===== src/rtl/noc_params.sv =====
// rtl/noc_params.sv - shared NoC parameters and flit type
// Purpose: VC count, destination address widths and the flit_t layout
//          that the network interface and the router input ports share.
package noc_params;

   localparam int VC_NUM            = 2;
   localparam int VC_SIZE           = (VC_NUM > 1) ? $clog2(VC_NUM) : 1;
   localparam int DEST_ADDR_SIZE_X  = 2;
   localparam int DEST_ADDR_SIZE_Y  = 2;
   localparam int FLIT_DATA_SIZE    = 16;
   localparam int HEAD_PAYLOAD_SIZE = FLIT_DATA_SIZE - DEST_ADDR_SIZE_X - DEST_ADDR_SIZE_Y;

   typedef enum logic [1:0] {HEAD, BODY, TAIL, HEADTAIL} flit_label_t;

   typedef struct packed {
      logic [DEST_ADDR_SIZE_X-1:0]  x_dest;
      logic [DEST_ADDR_SIZE_Y-1:0]  y_dest;
      logic [HEAD_PAYLOAD_SIZE-1:0] head_pl;
   } head_data_t;

   typedef union packed {
      head_data_t                head_data;
      logic [FLIT_DATA_SIZE-1:0] bt_pl;
   } flit_data_t;

   typedef struct packed {
      flit_label_t        flit_label;
      logic [VC_SIZE-1:0] vc_id;
      flit_data_t         data;
   } flit_t;

endpackage


===== src/rtl/ni_flit_injector_if.sv =====
// rtl/ni_flit_injector_if.sv - handshake bundle of the flit injector
// Purpose: groups the packet request, payload stream, per-VC on_off and
//          flit output of ni_flit_injector.
// Ports (slave = injector side):
//   pkt_valid_i/pkt_ready_o, x_dest_i, y_dest_i, pkt_len_i : packet request
//   payload_valid_i/payload_ready_o, payload_i             : body/tail beats
//   on_off_i                                               : downstream VC credit state
//   data_o, valid_flit_o, busy_o                           : flit output / status
interface ni_flit_injector_if #(
   parameter int MAX_PKT_LEN = 16
);
   import noc_params::*;

   localparam int LEN_W = $clog2(MAX_PKT_LEN + 1);

   logic                        pkt_valid_i;
   logic                        pkt_ready_o;
   logic [DEST_ADDR_SIZE_X-1:0] x_dest_i;
   logic [DEST_ADDR_SIZE_Y-1:0] y_dest_i;
   logic [LEN_W-1:0]            pkt_len_i;
   logic                        payload_valid_i;
   logic [FLIT_DATA_SIZE-1:0]   payload_i;
   logic                        payload_ready_o;
   logic [VC_NUM-1:0]           on_off_i;
   flit_t                       data_o;
   logic                        valid_flit_o;
   logic                        busy_o;

   modport master (
      output pkt_valid_i, x_dest_i, y_dest_i, pkt_len_i,
      output payload_valid_i, payload_i, on_off_i,
      input  pkt_ready_o, payload_ready_o, data_o, valid_flit_o, busy_o
   );

   modport slave (
      input  pkt_valid_i, x_dest_i, y_dest_i, pkt_len_i,
      input  payload_valid_i, payload_i, on_off_i,
      output pkt_ready_o, payload_ready_o, data_o, valid_flit_o, busy_o
   );

endinterface


===== src/rtl/ni_flit_injector.sv =====
// rtl/ni_flit_injector.sv - NI transmitter turning packet requests into wormhole flits
// Purpose: accepts (dest, len) requests plus a payload stream and emits
//          HEAD/BODY/TAIL or HEADTAIL flits on one VC per packet, the VC
//          picked round-robin among those whose on_off bit is set.
// Ports:
//   clk   : clock, all state on the rising edge
//   rst_n : asynchronous active-low reset
//   nif   : ni_flit_injector_if.slave (request, payload, on_off, flit out, busy)
module ni_flit_injector
   import noc_params::*;
#(
   parameter int MAX_PKT_LEN = 16
) (
   input  logic                clk,
   input  logic                rst_n,
   ni_flit_injector_if.slave   nif
);

   localparam int LEN_W = $clog2(MAX_PKT_LEN + 1);

   typedef enum logic [1:0] {S_IDLE, S_ALLOC, S_PAYLOAD} state_t;

   state_t                      state_q, state_d;
   logic [DEST_ADDR_SIZE_X-1:0] x_q, x_d;
   logic [DEST_ADDR_SIZE_Y-1:0] y_q, y_d;
   logic [LEN_W-1:0]            len_q, len_d;
   logic [LEN_W-1:0]            remaining_q, remaining_d;
   logic [VC_SIZE-1:0]          rr_ptr_q, rr_ptr_d;
   logic [VC_SIZE-1:0]          cur_vc_q, cur_vc_d;
   flit_t                       data_q, data_d;
   logic                        valid_q, valid_d;

   logic                        pkt_ready;
   logic                        payload_ready;
   logic                        beat_fire;
   logic                        vc_found;
   logic [VC_SIZE-1:0]          vc_sel;
   logic [LEN_W-1:0]            len_sat;

   // 0 means a lone head; oversize requests are clipped to the packet limit.
   always_comb begin
      len_sat = nif.pkt_len_i;
      if (nif.pkt_len_i == '0) begin
         len_sat = LEN_W'(1);
      end else if (nif.pkt_len_i > LEN_W'(MAX_PKT_LEN)) begin
         len_sat = LEN_W'(MAX_PKT_LEN);
      end
   end

   // Round-robin search over on_off, starting at rr_ptr and wrapping.
   always_comb begin
      logic [VC_SIZE-1:0] idx;
      vc_found = 1'b0;
      vc_sel   = '0;
      idx      = '0;
      for (int i = 0; i < VC_NUM; i++) begin
         idx = VC_SIZE'((int'(rr_ptr_q) + i) % VC_NUM);
         if (!vc_found && nif.on_off_i[idx]) begin
            vc_found = 1'b1;
            vc_sel   = idx;
         end
      end
   end

   // Only the packet's own VC gates the stream; other on_off bits are ignored.
   assign beat_fire = (state_q == S_PAYLOAD) && nif.payload_valid_i && nif.on_off_i[cur_vc_q];

   // State register and datapath registers.
   always_ff @(posedge clk or negedge rst_n) begin
      if (!rst_n) begin
         state_q     <= S_IDLE;
         x_q         <= '0;
         y_q         <= '0;
         len_q       <= '0;
         remaining_q <= '0;
         rr_ptr_q    <= '0;
         cur_vc_q    <= '0;
         data_q      <= '0;
         valid_q     <= 1'b0;
      end else begin
         state_q     <= state_d;
         x_q         <= x_d;
         y_q         <= y_d;
         len_q       <= len_d;
         remaining_q <= remaining_d;
         rr_ptr_q    <= rr_ptr_d;
         cur_vc_q    <= cur_vc_d;
         data_q      <= data_d;
         valid_q     <= valid_d;
      end
   end

   // Next-state logic.
   always_comb begin
      state_d = state_q;
      case (state_q)
         S_IDLE: begin
            if (nif.pkt_valid_i) state_d = S_ALLOC;
         end
         S_ALLOC: begin
            if (vc_found) state_d = (len_q == LEN_W'(1)) ? S_IDLE : S_PAYLOAD;
         end
         S_PAYLOAD: begin
            if (beat_fire && remaining_q == LEN_W'(1)) state_d = S_IDLE;
         end
         default: state_d = S_IDLE;
      endcase
   end

   // Output and datapath next-value logic.
   always_comb begin
      pkt_ready     = (state_q == S_IDLE);
      payload_ready = (state_q == S_PAYLOAD) && nif.on_off_i[cur_vc_q];
      x_d           = x_q;
      y_d           = y_q;
      len_d         = len_q;
      remaining_d   = remaining_q;
      rr_ptr_d      = rr_ptr_q;
      cur_vc_d      = cur_vc_q;
      data_d        = data_q;
      valid_d       = 1'b0;

      case (state_q)
         S_IDLE: begin
            if (nif.pkt_valid_i) begin
               x_d   = nif.x_dest_i;
               y_d   = nif.y_dest_i;
               len_d = len_sat;
            end
         end
         S_ALLOC: begin
            if (vc_found) begin
               cur_vc_d = vc_sel;
               rr_ptr_d = (vc_sel == VC_SIZE'(VC_NUM - 1)) ? '0 : vc_sel + VC_SIZE'(1);
               data_d                        = '0;
               data_d.flit_label             = (len_q == LEN_W'(1)) ? HEADTAIL : HEAD;
               data_d.vc_id                  = vc_sel;
               data_d.data.head_data.x_dest  = x_q;
               data_d.data.head_data.y_dest  = y_q;
               valid_d                       = 1'b1;
               remaining_d                   = len_q - LEN_W'(1);
            end
         end
         S_PAYLOAD: begin
            if (beat_fire) begin
               data_d.flit_label = (remaining_q == LEN_W'(1)) ? TAIL : BODY;
               data_d.vc_id      = cur_vc_q;
               data_d.data.bt_pl = nif.payload_i;
               valid_d           = 1'b1;
               remaining_d       = remaining_q - LEN_W'(1);
            end
         end
         default: ;
      endcase
   end

   assign nif.pkt_ready_o     = pkt_ready;
   assign nif.payload_ready_o = payload_ready;
   assign nif.data_o          = data_q;
   assign nif.valid_flit_o    = valid_q;
   assign nif.busy_o          = (state_q != S_IDLE);

endmodule


===== src/flat_wrapper.sv =====
// flat-port wrapper written by rule: the top's interface ports become plain ports
module ni_flit_injector_flat import noc_params::*;
#(
   parameter int MAX_PKT_LEN = 16
)
  (clk, rst_n, nif_pkt_valid_i, nif_x_dest_i, nif_y_dest_i, nif_pkt_len_i, nif_payload_valid_i, nif_payload_i, nif_on_off_i, nif_pkt_ready_o, nif_payload_ready_o, nif_data_o, nif_valid_flit_o, nif_busy_o);
  ni_flit_injector_if #(.MAX_PKT_LEN(MAX_PKT_LEN)) nif_i ();
  input  logic clk;
  input  logic rst_n;
  input wire logic [$bits(nif_i.pkt_valid_i)-1:0] nif_pkt_valid_i;
  input wire logic [$bits(nif_i.x_dest_i)-1:0] nif_x_dest_i;
  input wire logic [$bits(nif_i.y_dest_i)-1:0] nif_y_dest_i;
  input wire logic [$bits(nif_i.pkt_len_i)-1:0] nif_pkt_len_i;
  input wire logic [$bits(nif_i.payload_valid_i)-1:0] nif_payload_valid_i;
  input wire logic [$bits(nif_i.payload_i)-1:0] nif_payload_i;
  input wire logic [$bits(nif_i.on_off_i)-1:0] nif_on_off_i;
  output wire logic [$bits(nif_i.pkt_ready_o)-1:0] nif_pkt_ready_o;
  output wire logic [$bits(nif_i.payload_ready_o)-1:0] nif_payload_ready_o;
  output wire logic [$bits(nif_i.data_o)-1:0] nif_data_o;
  output wire logic [$bits(nif_i.valid_flit_o)-1:0] nif_valid_flit_o;
  output wire logic [$bits(nif_i.busy_o)-1:0] nif_busy_o;
  assign nif_i.pkt_valid_i = nif_pkt_valid_i;
  assign nif_i.x_dest_i = nif_x_dest_i;
  assign nif_i.y_dest_i = nif_y_dest_i;
  assign nif_i.pkt_len_i = nif_pkt_len_i;
  assign nif_i.payload_valid_i = nif_payload_valid_i;
  assign nif_i.payload_i = nif_payload_i;
  assign nif_i.on_off_i = nif_on_off_i;
  assign nif_pkt_ready_o = nif_i.pkt_ready_o;
  assign nif_payload_ready_o = nif_i.payload_ready_o;
  assign nif_data_o = nif_i.data_o;
  assign nif_valid_flit_o = nif_i.valid_flit_o;
  assign nif_busy_o = nif_i.busy_o;
  ni_flit_injector #(.MAX_PKT_LEN(MAX_PKT_LEN)) u_core (.clk(clk), .rst_n(rst_n), .nif(nif_i));
endmodule

===== config.mk =====
export PLATFORM = sky130hd
export DESIGN_NAME = ni_flit_injector_flat
export DESIGN_NICKNAME = d
export VERILOG_FILES = /design/src/rtl/noc_params.sv /design/src/rtl/ni_flit_injector_if.sv /design/src/rtl/ni_flit_injector.sv /design/src/flat_wrapper.sv
export SDC_FILE = /design/constraint.sdc
export NUM_CORES = 1
export LEC_CHECK = 0
export ABC_AREA = 1
export CAP_MARGIN = 20
export CORE_UTILIZATION = 43
export CTS_CLUSTER_DIAMETER = 40
export DETAILED_ROUTE_END_ITERATION = 6
export PLACE_DENSITY_LB_ADDON = 0.25
export SYNTH_ARGS = -nofsm -noshare
export SYNTH_HDL_FRONTEND = slang
export SYNTH_SLANG_ARGS = --single-unit
export TNS_END_PERCENT = 30

===== constraint.sdc =====
create_clock -name clk -period 1.35 [get_ports clk]
set_input_delay 0.27 -clock clk [delete_from_list [all_inputs] [get_ports clk]]
set_output_delay 0.27 -clock clk [all_outputs]
set_load 0.05 [all_outputs]

==> run summary <==
Fillcell total: 252
Violated checks: negative setup slack
DR iter-0 viols: 80
Number of remaining DRC errors: 0
Detailed-route wire length per cell: 14.5 um
Library cell with the largest summed area after synthesis: dfrtp_1
Placed inst area: 2980 um2
Minimum clock period: 1.65 ns
Slew Limit Headroom: 75.8%
Library cell appearing most often on the critical path: buf_6
Layout cells sized above 1: 41.1%
Number of buffer cells added on primary ports: 53
Critical Path, Cell by Cell: inv_2 -> buf_6 -> ha_4 -> clkinvlp_4 -> buf_6 -> buf_12
Worst Skew: 0.00635 ns
CTS HTree Levels: 2
Sequential group share of total power: 21.4%
Routed via count divided by cell count: 5.14
Most common cell in the synthesized netlist: nand2_1
Clock network latency to the later pin of the worst-skew pair: 0.29 ns
Power share of the clock group: 8.6%
Post-Place Cells: 350
Antenna violations before repair: 0
TritonCTS clock tree: done
GRT Residual Overflow: 0
Unique cell type count in the Yosys netlist: 22
CTS buffer count: 5
Final Max Tran Viols: 0
Cell area power density: 3130 nW/um2
Data arrival at the endpoint of the critical path: 1.38 ns
Endpoints failing setup: 29
Largest net degree at the start of global routing: 26
Total Wirelength: 5430 um
Synthesized area per cell: 8.64 um2
Yosys synthesis warning count: 0
Pre-CTS setup slack: -0.315 ns
Final design area excluding fillers: 3520 um2
Clock tree root driver cell: clkbuf_8
Number of search-and-repair iterations in the first detailed-routing pass: 4
Status: finished, violations left
Met1 layer wirelength in the final routing: 2130 um
Via count of the first global-routing pass: 1810
Total number of clock tree sinks: 38
Critical-path top delay cell: dfrtp_1
Fraction of registers with async set/reset: 100%
Max VDD drop: 2.38 mV
Filler-free cell count of the finished design: 373
Syn-to-layout area delta: 75.7%
Effective utilization at floorplan: 45.4%
Chip width: 70.3 um
Leakage: 1.68 nW
Cell types occupying the most area after synthesis: dfrtp_1 47%, nand2_1 15%, o21ai_2 8.7%, ha_1 5.0%, inv_1 4.7%
Total met2 wirelength after detailed routing: 2840 um
Fmax: 605 MHz
Ys flop type: dfrtp_1
Flops & latches, synth: 38
Overall die area: 4940 um2
HPWL Detailed: 3170 um
Required time at the worst-slack endpoint: 1.08 ns
Top Metal Used: met4
Vias after detailed routing: 1918
Share of the synthesized area in the top cell type: 47.4%
Total I/O pin count: 54
Highest cell delay on the worst timing path: 0.40 ns
Number of flops mapped to enable cells by yosys: 0
Global-route wire length before repair: 8320 um
Deepest clock path buffer count: 2
Site Rows: 24
Power Internal: 0.00605 W
Switching power: 0.00499 W
Nets: 359
Setup Crit Path Kind: reg -> out
Worst min-delay path class: in -> async
Mapped Nets: 271
Global-route usage over all layers: 21.7%
Sequential share of the synthesized area: 47.4%
Setup repair after global routing missed its margin: true
Type of element capturing the critical path: primary output
Clock input transition at the sequential cells of the worst setup and hold paths: 0.07 ns
Remaining number of nets flagged by the antenna check after routing: 0
Proportion of power drawn by combinational gates: 70.0%
Biggest fanout along the worst timing path: 3
Net Sw Frac: 45.2%
Post-synthesis cell count: 232
Post-synth design cell area: 2000 um2
Total count of hold-check failures in the final report: 0
Final RePlAce weighted congestion: 0.797
Final critical-path setup slack: -0.302 ns
Wire length on met3: 248 um
Commonest cells post-synth: 80 x nand2_1, 38 x dfrtp_1, 25 x inv_1
Transition at the pin with the smallest max-transition slack: 0.363 ns
Nature of the critical path startpoint: register
Core region area: 4410 um2
Die height: 70.3 um
Total inserted antenna cells: 0
Max-cap violations: 0
Final clock period utilization by the worst path: 122%
path summary, 6_finish.rpt:
check                                   from                    end  slack, ns  cells past startpoint
max in group asynchronous              rst_n  u_core.remaining_q[0]       0.48                      3
min reg2reg                    u_core.x_q[1]          u_core.x_q[1]       0.48                      2
min                                    rst_n        u_core.rr_ptr_q       0.42                      2
min in group clk               u_core.x_q[1]          u_core.x_q[1]       0.48                      2
max reg2reg                u_core.state_q[1]  u_core.remaining_q[2]      -0.26                      9
max                        u_core.state_q[0]             nif_busy_o      -0.30                      6
final cells by class:
cell class              instances  area [um2]  share of cell area (%)
repair buffers                 88        1180                    33.6
multi-input cells             162        1100                    31.4
flip-flops and latches         38         951                    27.0
inverters                      25         110                    3.13
clock buffers                   7        76.3                    2.17
well taps                      52        65.1                    1.85
clock inverters                 1        30.0                   0.853
through the flow:
stage | setup TNS (ns) | total power, W | utilization (%) | hold WS, ns
3_3_place_gp | -6.11 | 0.00789 | 67.5 | 0.196
4_1_cts | -4.63 | 0.0103 | 76.5 | 0.441
3_5_place_dp | -7.51 | 0.00800 | 67.5 | 0.199
2_1_floorplan | -1.29 | 0.00568 | - | -0.0256
5_1_grt | -8.24 | 0.0116 | 79.8 | 0.456
6_report | -6.24 | 0.0110 | 79.8 | 0.420
routing by layer:
metal | global-route usage [%] | vias to the layer above
met5 | 0 | -
met4 | 8.00 | 0
met3 | 4.76 | 21
met2 | 37.9 | 70
met1 | 26.0 | 902
li1 | - | 925
cell families after synthesis:
family	share of synthesized area [%]
buf+inv	7.86
simple gates	22.0
mux	2.00
fa+ha+maj	4.99
compound gates	15.7
flops	47.4
power groups by stage:
stage	Combinational, W	Sequential, W	Clock (W)
floorplan	0.00270	0.00298	0
global placement	0.00569	0.00220	0
detailed placement	0.00579	0.00221	0
CTS	0.00707	0.00224	0.000953
global route	0.00815	0.00242	0.00101
finish	0.00773	0.00236	0.000952
flip-flops by register name, indices dropped and copies added, names as in the netlist:
register / count
u_core.y_q: 2
u_core.state_q: 2
u_core.nif.data_o: 19
u_core.remaining_q: 5
u_core.cur_vc_q: 1
u_core.len_q: 5
u_core.nif.valid_flit_o: 1
u_core.rr_ptr_q: 1
u_core.x_q: 2
layout by cell type (no fill, tap or decap), types with 3 or more instances in the layout:
cell             Yosys  routed
mux2i_1              4       3
clkbuf_8             0       5
buf_8                0       3
nand2_1             80      54
nor2_1              10       9
nand2_4              1      16
ha_1                 8       6
buf_16               0       3
dfrtp_1             38      38
buf_12               0      28
nand3_2              0       3
buf_6                4       5
clkdlybuf4s50_1      0      29
a21oi_1              6       5
o21ai_0              7       6
inv_1               25      17
nand2_2              2      13
o21ai_2             20      21
nand3_1             10       7
buf_4                2      18
inv_2                0       4
o22ai_1              5       5
critical path: cells and delay by family (launching register included):
| family | cells | cell delay, ns |
|---|---|---|
| buf+inv | 5 | 0.56 |
| flops | 1 | 0.40 |
| fa+ha+maj | 1 | 0.14 |
repair_timing:
item / 4_1_cts / 5_1_grt
hold endpoints to repair: 13 / 0
gates cloned: 3 / 0
hold buffers: 1 / 0
pin swaps: 5 / 4
buffers inserted: 9 / 3
gates resized for setup: 33 / 39
setup endpoints to repair: 29 / 40
No activity file was read; power rests on OpenSTA's default activity.
